===== src/rtl/somador_serial.sv =====
// somador_serial: multi-cycle signed adder/subtractor.
// Operands are consumed CHUNK bits per cycle, least-significant chunk first,
// with the ripple carry held in a register between cycles. Signed overflow is
// reported and the result can optionally be clamped to the signed limits.
module somador_serial #(
    parameter int WIDTH  = 9,
    parameter int CHUNK  = 3,
    parameter int SATURA = 0
) (
    input  logic             i_clock,
    input  logic             i_reset,
    input  logic             i_inicio,
    input  logic [WIDTH-1:0] i_a,
    input  logic [WIDTH-1:0] i_b,
    input  logic             i_sinal,
    output logic             o_ocupado,
    output logic             o_pronto,
    output logic [WIDTH-1:0] o_soma,
    output logic             o_overflow
);

    localparam int N     = WIDTH / CHUNK;
    localparam int CNT_W = (N > 1) ? $clog2(N) : 1;

    localparam logic [CNT_W-1:0] ULTIMO  = CNT_W'(N - 1);
    localparam logic [WIDTH-1:0] MAX_POS = {1'b0, {(WIDTH-1){1'b1}}};
    localparam logic [WIDTH-1:0] MIN_NEG = {1'b1, {(WIDTH-1){1'b0}}};

    typedef enum logic [1:0] {
        OCIOSO,
        CALCULA,
        FIM
    } estado_t;

    estado_t          r_estado;
    logic [WIDTH-1:0] r_op_a;      // shifts right one chunk per cycle
    logic [WIDTH-1:0] r_op_b;      // already inverted for subtraction
    logic [WIDTH-1:0] r_parcial;   // result chunks enter from the top
    logic [WIDTH-1:0] r_soma;
    logic [CNT_W-1:0] r_cnt;
    logic             r_carry;
    logic             r_ocupado;
    logic             r_pronto;
    logic             r_overflow;

    logic [CHUNK-1:0]       w_chunk_a;
    logic [CHUNK-1:0]       w_chunk_b;
    logic [CHUNK:0]         w_chunk_soma;
    logic [WIDTH+CHUNK-1:0] w_concat;
    logic [WIDTH-1:0]       w_parcial;
    logic                   w_carry_msb;
    logic                   w_overflow;
    logic [WIDTH-1:0]       w_final;

    // Chunk adder on the low chunk of the shifting operands, plus the
    // overflow/saturation view that only matters on the last chunk.
    // NOTE: every always_comb output gets a value on every path (here by
    // straight-line assignment), otherwise a latch is inferred.
    always_comb begin
        w_chunk_a    = r_op_a[CHUNK-1:0];
        w_chunk_b    = r_op_b[CHUNK-1:0];
        w_chunk_soma = {1'b0, w_chunk_a} + {1'b0, w_chunk_b} + {{CHUNK{1'b0}}, r_carry};
        w_concat     = {w_chunk_soma[CHUNK-1:0], r_parcial};
        w_parcial    = w_concat[WIDTH+CHUNK-1:CHUNK];
        // Carry into the word MSB recovered from the MSB sum bit of this chunk.
        w_carry_msb  = w_chunk_a[CHUNK-1] ^ w_chunk_b[CHUNK-1] ^ w_chunk_soma[CHUNK-1];
        w_overflow   = w_carry_msb ^ w_chunk_soma[CHUNK];
        w_final      = w_parcial;
        if ((SATURA != 0) && w_overflow) begin
            // On the last chunk w_chunk_a's MSB is op_a's sign bit.
            w_final = w_chunk_a[CHUNK-1] ? MIN_NEG : MAX_POS;
        end
    end

    // Control FSM and datapath registers; reset wins over any start request.
    // NOTE: sequential state uses non-blocking assignments only, so every
    // register samples the pre-edge values of the others.
    always_ff @(posedge i_clock) begin
        if (i_reset) begin
            r_estado   <= OCIOSO;
            r_op_a     <= '0;
            r_op_b     <= '0;
            r_parcial  <= '0;
            r_soma     <= '0;
            r_cnt      <= '0;
            r_carry    <= 1'b0;
            r_ocupado  <= 1'b0;
            r_pronto   <= 1'b0;
            r_overflow <= 1'b0;
        end else begin
            r_pronto <= 1'b0;
            case (r_estado)
                OCIOSO: begin
                    if (i_inicio) begin
                        r_op_a    <= i_a;
                        r_op_b    <= i_sinal ? ~i_b : i_b;
                        // a - b is a + ~b + 1: the +1 enters as the initial carry.
                        r_carry   <= i_sinal;
                        r_cnt     <= '0;
                        r_parcial <= '0;
                        r_ocupado <= 1'b1;
                        r_estado  <= CALCULA;
                    end
                end
                CALCULA: begin
                    r_op_a    <= r_op_a >> CHUNK;
                    r_op_b    <= r_op_b >> CHUNK;
                    r_parcial <= w_parcial;
                    r_carry   <= w_chunk_soma[CHUNK];
                    r_cnt     <= r_cnt + 1'b1;
                    if (r_cnt == ULTIMO) begin
                        r_soma     <= w_final;
                        r_overflow <= w_overflow;
                        r_pronto   <= 1'b1;
                        r_estado   <= FIM;
                    end
                end
                FIM: begin
                    r_ocupado <= 1'b0;
                    r_estado  <= OCIOSO;
                end
                default: begin
                    r_ocupado <= 1'b0;
                    r_estado  <= OCIOSO;
                end
            endcase
        end
    end

    assign o_ocupado  = r_ocupado;
    assign o_pronto   = r_pronto;
    assign o_soma     = r_soma;
    assign o_overflow = r_overflow;

endmodule


===== config.mk =====
export PLATFORM = sky130hd
export DESIGN_NAME = somador_serial
export DESIGN_NICKNAME = d
export VERILOG_FILES = /design/src/rtl/somador_serial.sv
export SDC_FILE = /design/constraint.sdc
export NUM_CORES = 1
export LEC_CHECK = 0
export CAP_MARGIN = 20
export CELL_PAD_IN_SITES_DETAIL_PLACEMENT = 0
export CELL_PAD_IN_SITES_GLOBAL_PLACEMENT = 1
export CORE_MARGIN = 2
export CORE_UTILIZATION = 42
export DETAILED_ROUTE_END_ITERATION = 12
export PLACE_DENSITY_LB_ADDON = 0.1
export REMOVE_ABC_BUFFERS = 1
export SLEW_MARGIN = 20
export SYNTH_ARGS = -nofsm -noshare
export SYNTH_HDL_FRONTEND = slang
export SYNTH_SLANG_ARGS = --single-unit

===== constraint.sdc =====
create_clock -name i_clock -period 2.7 [get_ports i_clock]
set_clock_uncertainty 0.05 [all_clocks]
set_input_delay 0.54 -clock i_clock [delete_from_list [all_inputs] [get_ports i_clock]]
set_output_delay 0.54 -clock i_clock [all_outputs]
set_load 0.03 [all_outputs]

==> results.cfg, run 1 <==
[routing]
vias = 1441
vias_per_cell = 5.18
ant_nets = 0
drtIter0Drc = 78
finalWirelength_um = 3780
routedWlPerCell_um = 13.6
drt_pre_antenna_iters = 4
route.detailed.drc = 0

[pwr]
p_seq_share_pct = 49.1
clock_power_share_pct = 37.7
p_int_uw = 1020
p_comb_share_pct = 13.2
power_switching_uw = 325
power_density_nw_per_um2 = 595
switching_share_pct = 24.1
leakage_uw = 0.000876
vdd_ir_drop_max_mv = 0.277

[timing]
setup_tns_ns = 0
tightest_slew_ns = 0.661
finalMaxSlewViolations = 0
worst_slack_ns = 0.812
finalHoldViolations = 0
fmax_ghz = 0.530
period_needed_ns = 1.89
relSlewSlack_pct = 55.9
setup_viol = 0
layout_worst_path_cycle_share_pct = 69.9
rsz0062_at_grt = false

[global_routing]
grt_max_degree = 20
grt_busiest_layer = met2
met2_usage_pct = 29.5
grtUsageMet3_pct = 4.47
grt_pass1_vias = 1452
grt_pass1_wl_um = 6530
globalRouteMet1Util_pct = 19.0
gr-total-overflow = 0
grt_usage_pct = 16.7
antenna_found_initial = 0

[die]
fp.dieW_um = 70.0
core_area_sq_um = 4090
start_util_pct = 44.7
rows = 23
dieArea_sq_um = 4900
die_y_um = 70.0
io_pins = 34

[logic_synthesis]
seq_area_frac_synth_pct = 44.9
postSynthCellCount = 198
synth_edf_count = 0
ys_ff_latch = 41
ys.flop_type = dfxtp_1
syn-mean-instance-area_sq_um = 9.23
synth_cell_types = 38
yosys_warnings = 0
syn_area_sq_um = 1830
async_reset_ff_share_pct = 0

[run_status]
status = finished, final reports clean

[critical_path]
cp.required_ns = 2.11
critPathBufInv = 1
crit_type = flop to primary output
max_stage_delay_ns = 0.67
cp-start-kind = flop
critical_path_arrival_ns = 1.30
cp_max_fo = 2
crit_path_top_delay_cell = clkdlybuf4s50_1
end_kind = primary output
crit_path_cell_trace = clkdlybuf4s50_1
crit_family = buffers and inverters

[cts]
hold_buffers = 0
numCtsBuffers = 5
cts.clk_slew.worst_paths_ns = 0.07
clock_sinks = 41
cts_setup_buffers = 0
htree_levels = 2
insertion_delay_ns = 0.29
clockBufferDepth = 2
cts-root-buf = clkbuf_8
cts_resized = 0
cts_tree = done

[final_layout]
syn_to_final_growth_pct = 24.2
stdcell_area_sq_um = 2270
antenna_cells = 0
final_common_cell = dfxtp_1
nets = 254
drive_gt1_share_pct = 7.89
layout_common_cells = 41 x dfxtp_1, 33 x clkdlybuf4s50_1, 28 x nand2_1

[place]
place_ws_ns = 0.625
gp_congestion = 0.731
dpl_cell_area_sq_um = 2150
port_buffers = 33
hpwlAfterDp_um = 2780

[run]
cap_violations = 0

[min_path]
hp-class = flop to flop
==> cell families (layout without fill, tap and decap cells) <==
kind of cell	count (synthesis)	count (layout)	share of synthesized area [%]
flops	41	41	44.9
fa+ha+maj	5	5	4.24
simple gates	75	75	20.3
compound gates	48	48	19.5
mux	1	1	0.548
xor+xnor	10	10	4.79
buf+inv	18	48	5.68
==> power groups by stage <==
stage / registers (uW) / logic (uW) / clock network (uW)
2_1_floorplan: 673 / 101 / 0
3_5_place_dp: 677 / 180 / 0
3_3_place_gp: 675 / 175 / 0
4_1_cts: 663 / 181 / 525
6_report: 663 / 178 / 510
5_1_grt: 668 / 200 / 551
==> path summary, 6_finish.rpt <==
| kind | end | from | slack [ns] | cells after the start |
|---|---|---|---|---|
| worst max register to register | r_parcial[8]$_SDFFE_PP0P_ | r_op_a[0]$_SDFFE_PP0P_ | 0.90 | 5 |
| worst min register to register | o_soma[0]$_SDFFE_PP0P_ | o_soma[0]$_SDFFE_PP0P_ | 0.41 | 2 |
| worst min-delay path | o_soma[0]$_SDFFE_PP0P_ | o_soma[0]$_SDFFE_PP0P_ | 0.41 | 2 |
| worst max-delay path | o_overflow | o_overflow$_SDFFE_PP0P_ | 0.81 | 1 |
==> per-layer routing <==
metal  vias up  part of all wire [%]
met4         0                   1.3
met1       664                    45
met5         -                     0
li1        742                     -
met3         4                   4.3
met2        31                    50
==> per-stage QoR <==
| step | total power (uW) | util, % | std cells | hold slack [ns] |
|---|---|---|---|---|
| 2_1_floorplan | 774 | - | 184 | 0.376 |
| 3_3_place_gp | 850 | 52.7 | 270 | 0.392 |
| 3_5_place_dp | 857 | 52.7 | 270 | 0.398 |
| 4_1_cts | 1370 | 55.6 | 278 | 0.409 |
| 5_1_grt | 1420 | 55.6 | 278 | 0.435 |
| 6_report | 1350 | 55.6 | 278 | 0.405 |
==> Yosys cell counts (2+ instances only) <==
library cell | number | share of area [%]
xor2_1 | 9 | 4.3
clkbuf_1 | 6 | 1.2
nor2b_1 | 2 | 0.68
inv_1 | 4 | 0.82
nor2_1 | 27 | 5.5
fa_1 | 2 | 2.2
buf_4 | 3 | 1.2
nand2_1 | 28 | 5.7
buf_6 | 3 | 1.8
o21ai_0 | 5 | 1.4
a311oi_1 | 4 | 1.9
a211oi_1 | 2 | 0.82
nand3_1 | 2 | 0.55
a311oi_2 | 2 | 1.6
nand3b_1 | 6 | 2.5
buf_2 | 2 | 0.55
a21oi_1 | 12 | 3.3
ha_1 | 3 | 2.1
a22oi_1 | 17 | 7.0
dfxtp_1 | 41 | 45
==> registers in the layout (all words and copies together), names as in the netlist <==
name,count
o_overflow,1
r_op_b,9
r_op_a,9
r_parcial,6
o_pronto,1
r_cnt,2
o_soma,9
r_carry,1
o_ocupado,1
r_estado,2
==> area by class of cell <==
| class | instances | area, sq um |
|---|---|---|
| Inverter | 4 | 15.0 |
| Fill cell | 379 | 1820 |
| Timing Repair Buffer | 36 | 353 |
| Clock inverter | 1 | 30.0 |
| Sequential cell | 41 | 821 |
| Clock buffer | 7 | 86.3 |
| Multi-Input combinational cell | 139 | 903 |
| Tap cell | 50 | 62.6 |
(Power assumes the default switching activity.)
==> run 2, diff against run 1 <==
--- a/config.mk
+++ b/config.mk
@@ -9,7 +9,7 @@
 export CELL_PAD_IN_SITES_DETAIL_PLACEMENT = 0
 export CELL_PAD_IN_SITES_GLOBAL_PLACEMENT = 1
 export CORE_MARGIN = 2
-export CORE_UTILIZATION = 42
+export CORE_UTILIZATION = 35
 export DETAILED_ROUTE_END_ITERATION = 12
 export PLACE_DENSITY_LB_ADDON = 0.1
 export REMOVE_ABC_BUFFERS = 1
==> constraint.sdc (replaced) <==
create_clock -name i_clock -period 1.6 [get_ports i_clock]
set_clock_uncertainty 0.05 [all_clocks]
set_input_delay 0.32 -clock i_clock [delete_from_list [all_inputs] [get_ports i_clock]]
set_output_delay 0.32 -clock i_clock [all_outputs]
set_load 0.03 [all_outputs]
==> run 2 against run 1 <==
Against the previous run: the run now ends with setup timing left; routed wire length grew 4.3%; worst hold slack got worse by 0.0023 ns; sequential share of layout area is 1.7 points lower; final cell count grew 12%; sequential power rose by 67%; sequential cell count unchanged; setup slack worse by 0.86 ns; final area up 5.1%; critical path depth is 4 higher; clock power up 56%.
==> results.cfg, run 2 (synthesis results as in run 1) <==
[cts]
cts_tree = done
clock_sinks = 41
htree_levels = 2
numCtsBuffers = 5
cts.clk_slew.worst_paths_ns = 0.08
hold_buffers = 0
clockBufferDepth = 2
cts-root-buf = clkbuf_8
insertion_delay_ns = 0.29

[critical_path]
crit_path_cell_trace = fa_2 > fa_2 > xor2_2 > a22oi_1 > nor2_1
crit_path_top_delay_cell = fa_2
cp-start-kind = flop
crit_family = adder cells
critical_path_arrival_ns = 1.79
cp_max_fo = 3
end_kind = flop
crit_type = flop to flop
cp.required_ns = 1.74
path_common_cell = fa_2
max_stage_delay_ns = 0.41
critPathBufInv = 0

[pwr]
p_int_uw = 1700
power_switching_uw = 548
leakage_uw = 0.000993
vdd_ir_drop_max_mv = 0.578
power_density_nw_per_um2 = 944
finalPower_uw = 2250
p_seq_share_pct = 49.4
switching_share_pct = 24.3
p_comb_share_pct = 15.3
clock_power_share_pct = 35.3

[timing]
relSlewSlack_pct = 46.1
setup_tns_ns = -0.0945
period_needed_ns = 1.65
fmax_ghz = 0.607
rsz0062_at_grt = true
tightest_slew_ns = 0.808
worst_slack_ns = -0.0462
setup_viol = 3
layout_worst_path_cycle_share_pct = 103
finalHoldViolations = 0
finalMaxSlewViolations = 0

[final_layout]
layout_common_cells = 40 x dfxtp_1, 28 x nand2_1, 27 x nor2_1
stdcell_area_sq_um = 2390
instances_no_fill = 311
final_common_cell = dfxtp_1
nets = 268
antenna_cells = 0
syn_to_final_growth_pct = 30.6
drive_gt1_share_pct = 14.9

[routing]
route.detailed.drc = 0
vias = 1487
routedWlPerCell_um = 12.7
vias_per_cell = 4.78
drtIter0Drc = 91
drt_pre_antenna_iters = 4
finalWirelength_um = 3940
ant_nets = 0

[global_routing]
antenna_found_initial = 0
grt_pass1_vias = 1438
grt_pass1_wl_um = 6850
grt_max_degree = 20
grt_usage_pct = 14.7
gr-total-overflow = 0

[die]
die_y_um = 76.3
start_util_pct = 36.0
core_area_sq_um = 5070
rows = 26
dieArea_sq_um = 5820
io_pins = 34
fp.dieW_um = 76.3

[run_status]
status = finished with violations
violations = setup timing

[place]
dpl_cell_area_sq_um = 2280
post-place-cells = 303
hpwlAfterDp_um = 2820
gp_congestion = 0.844
place_ws_ns = -0.239
port_buffers = 33

[run]
cap_violations = 0

[min_path]
hp-class = flop to flop
==> run 2: changes by cell type in the layout (fill, tap and decap cells not counted) <==
cell             before  now
fa_2                  0    2
buf_4                 3   17
fa_1                  2    0
xor2_2                0    1
dfxtp_2               0    1
clkbuf_1              1    0
clkdlybuf4s50_1      33   21
xor2_1                9    8
clkinv_2              0    1
dfxtp_1              41   40
dlygate4sd2_1         0   12
clkbuf_8              6    5
==> run 2: area by class of cell <==
class                   count  area, sq um
repair buffers             50          443
inverters                   4         15.0
clock buffers               5         68.8
clock inverters             2         35.0
well taps                  70         87.6
flip-flops and latches     41          822
fillers                   515         2690
multi-input cells         139          916
==> run 2: worst min-delay path: cells and delay by family (launching register included) <==
family	cells	cell delay, ns
and+or+nand+nor	1	0.05
DFF	1	0.31
AOI/OAI and AO/OA	1	0.05
==> run 2: layer usage <==
layer  vias up  wire, um  global-route usage, %
met2        35      1880                   23.5
met3         6       198                   5.09
met1       678      1820                   18.8
met5         -         0                      0
li1        768         -                      -
met4         0        45                   4.36
==> run 2: power by group through the flow <==
stage / Clock (uW) / Combinational (uW) / Sequential, uW
2_1_floorplan: 0 / 171 / 1140
3_3_place_gp: 0 / 335 / 1130
3_5_place_dp: 0 / 341 / 1140
4_1_cts: 827 / 350 / 1110
5_1_grt: 869 / 385 / 1120
6_report: 796 / 345 / 1110
==> run 2: path summary, 6_finish.rpt <==
check	start	endpoint	slack (ns)	cells after the start
worst max-delay path	r_carry$_SDFFE_PP0P_	r_parcial[8]$_SDFFE_PP0P_	-0.05	5
worst min register to register	o_soma[7]$_SDFFE_PP0P_	o_soma[7]$_SDFFE_PP0P_	0.40	2
worst min-delay path	o_soma[7]$_SDFFE_PP0P_	o_soma[7]$_SDFFE_PP0P_	0.40	2
worst max register to register	r_carry$_SDFFE_PP0P_	r_parcial[8]$_SDFFE_PP0P_	-0.05	5
==> run 2: metrics by stage <==
step,hold WS (ns),utilization (%)
floorplan,0.338,-
global placement,0.392,44.9
detailed placement,0.396,44.9
CTS,0.405,47.0
global route,0.426,47.0
finish,0.403,47.0
==> run 2: what timing repair did <==
| item | in CTS | in global routing |
|---|---|---|
| setup endpoints to repair | 17 | 22 |
| pin swaps | 4 | 0 |
| buffers inserted | 1 | 0 |
| endpoints found under the hold margin | 0 | 0 |
| resized for setup | 16 | 0 |
| gates cloned | 0 | 0 |
==> run 3, diff against run 2 <==
--- a/config.mk
+++ b/config.mk
@@ -8,7 +8,7 @@
 export CAP_MARGIN = 20
 export CELL_PAD_IN_SITES_DETAIL_PLACEMENT = 0
 export CELL_PAD_IN_SITES_GLOBAL_PLACEMENT = 1
-export CORE_MARGIN = 2
+export CORE_ASPECT_RATIO = 1.25
 export CORE_UTILIZATION = 35
 export DETAILED_ROUTE_END_ITERATION = 12
 export PLACE_DENSITY_LB_ADDON = 0.1
==> run 3 against run 2 <==
Against the previous run: global-route usage up 1.7 points; first-iteration DRC count down 47%; the run still ends with setup timing left; non-clock buffer count down 5; critical path type unchanged; largest power group unchanged; clock power up 7.5%; final cell count down 3.9%.
==> results.cfg, run 3 (synthesis results as in run 1) <==
[run_status]
status = finished with violations
violations = setup timing

[pwr]
power_density_nw_per_um2 = 979
switching_share_pct = 24.0
p_int_uw = 1760
p_seq_share_pct = 48.0
p_comb_share_pct = 15.0
finalPower_uw = 2310
leakage_uw = 0.000976
clock_power_share_pct = 37.0
power_switching_uw = 554
vdd_ir_drop_max_mv = 0.461

[place]
dpl_cell_area_sq_um = 2250
gp_congestion = 0.740
port_buffers = 33
hpwlAfterDp_um = 2930
post-place-cells = 291
place_ws_ns = -0.168

[routing]
drtIter0Drc = 48
vias_per_cell = 4.97
routedWlPerCell_um = 13.3
finalWirelength_um = 3980
vias = 1487
ant_nets = 0
route.detailed.drc = 0
drt_pre_antenna_iters = 4

[die]
io_pins = 34
dieArea_sq_um = 5520
fp.dieW_um = 66.6
start_util_pct = 36.2
core_area_sq_um = 5040
die_y_um = 82.8
rows = 29

[final_layout]
drive_gt1_share_pct = 13.1
layout_common_cells = 40 x dfxtp_1, 28 x nand2_1, 27 x nor2_1
multi_input_area_sq_um = 913
instances_no_fill = 299
antenna_cells = 0
syn_to_final_growth_pct = 29.2
final_common_cell = dfxtp_1
nets = 263
stdcell_area_sq_um = 2360
final-seq-area_sq_um = 822
fillCellCount = 492

[critical_path]
critical_path_arrival_ns = 1.86
crit_family = adder cells
critPathBufInv = 0
crit_path_top_delay_cell = fa_2
cp-startpoint = r_op_a[0]$_SDFFE_PP0P_
cp.required_ns = 1.79
path_common_cell = fa_2
r2r_start = r_op_a[0]$_SDFFE_PP0P_
crit_path_cell_trace = fa_2 > fa_2 > a2111o_1 > nand3_1
crit_type = flop to flop
end_kind = flop
cp_max_fo = 3
max_stage_delay_ns = 0.41
cp-start-kind = flop

[timing]
setup_viol = 2
worst_slack_ns = -0.0729
finalMaxSlewViolations = 0
layout_worst_path_cycle_share_pct = 105
setup_tns_ns = -0.116
finalHoldViolations = 0
tightest_slew_ns = 0.396
period_needed_ns = 1.67
fmax_ghz = 0.598
rsz0062_at_grt = true
relSlewSlack_pct = 73.5

[cts]
cts.clk_slew.worst_paths_ns = 0.08
clock_sinks = 41
numCtsBuffers = 5
insertion_delay_ns = 0.29
cts_tree = done
cts-root-buf = clkbuf_8
htree_levels = 2
clockBufferDepth = 2

[global_routing]
antenna_found_initial = 0
grt_max_degree = 26
grt_pass1_wl_um = 6940
grt_usage_pct = 16.4
grt_pass1_vias = 1477
gr-total-overflow = 0

[min_path]
hp-start = o_soma[4]$_SDFFE_PP0P_
hp-class = flop to flop

[run]
cap_violations = 0
[run 3: final timing paths]
path                                                 to  slack [ns]  depth (start not counted)
worst min-delay path             o_soma[4]$_SDFFE_PP0P_        0.40                          2
worst min register to register   o_soma[4]$_SDFFE_PP0P_        0.40                          2
worst max-delay path            o_overflow$_SDFFE_PP0P_       -0.07                          4
worst max register to register  o_overflow$_SDFFE_PP0P_       -0.07                          4
[run 3: area by class of cell]
class	count	area share, %
inverter	4	0.636
multi-input combinational	139	38.7
clock inverter	1	1.27
timing repair buffer	45	17.7
clock buffer	7	3.65
tap	62	3.28
sequential	41	34.8
[run 3: stage by stage]
step                util, %  hold WS (ns)
floorplan                 -         0.338
global placement       44.6         0.390
detailed placement     44.6         0.398
CTS                    46.7         0.407
global route           46.8         0.433
finish                 46.8         0.403
[run 3: per-layer routing]
| layer | vias up | GRT usage, % | wire, um |
|---|---|---|---|
| li1 | 760 | - | - |
| met1 | 693 | 20.2 | 1740 |
| met2 | 29 | 27.5 | 2040 |
| met3 | 5 | 4.26 | 136 |
| met4 | 0 | 4.64 | 57 |
| met5 | - | 0 | 0 |
[run 3: repair_timing]
item                                    in CTS  in global routing
resized for setup                           15                  1
hold buffers                                 0                  0
endpoints found under the setup margin      17                  5
pin swaps                                    1                  2
buffers inserted                             0                  0
[run 3: worst min-delay path: cells and delay by family, from the launching register on]
kind | cells | cell delay [ns]
simple gates | 1 | 0.05
flops | 1 | 0.31
compound gates | 1 | 0.05
[run 3: power groups by stage]
stage               Sequential (uW)  Clock [uW]  Combinational [uW]
floorplan                      1140           0                 171
global placement               1130           0                 342
detailed placement             1130           0                 348
CTS                            1110         878                 349
global route                   1120         936                 386
finish                         1110         856                 347
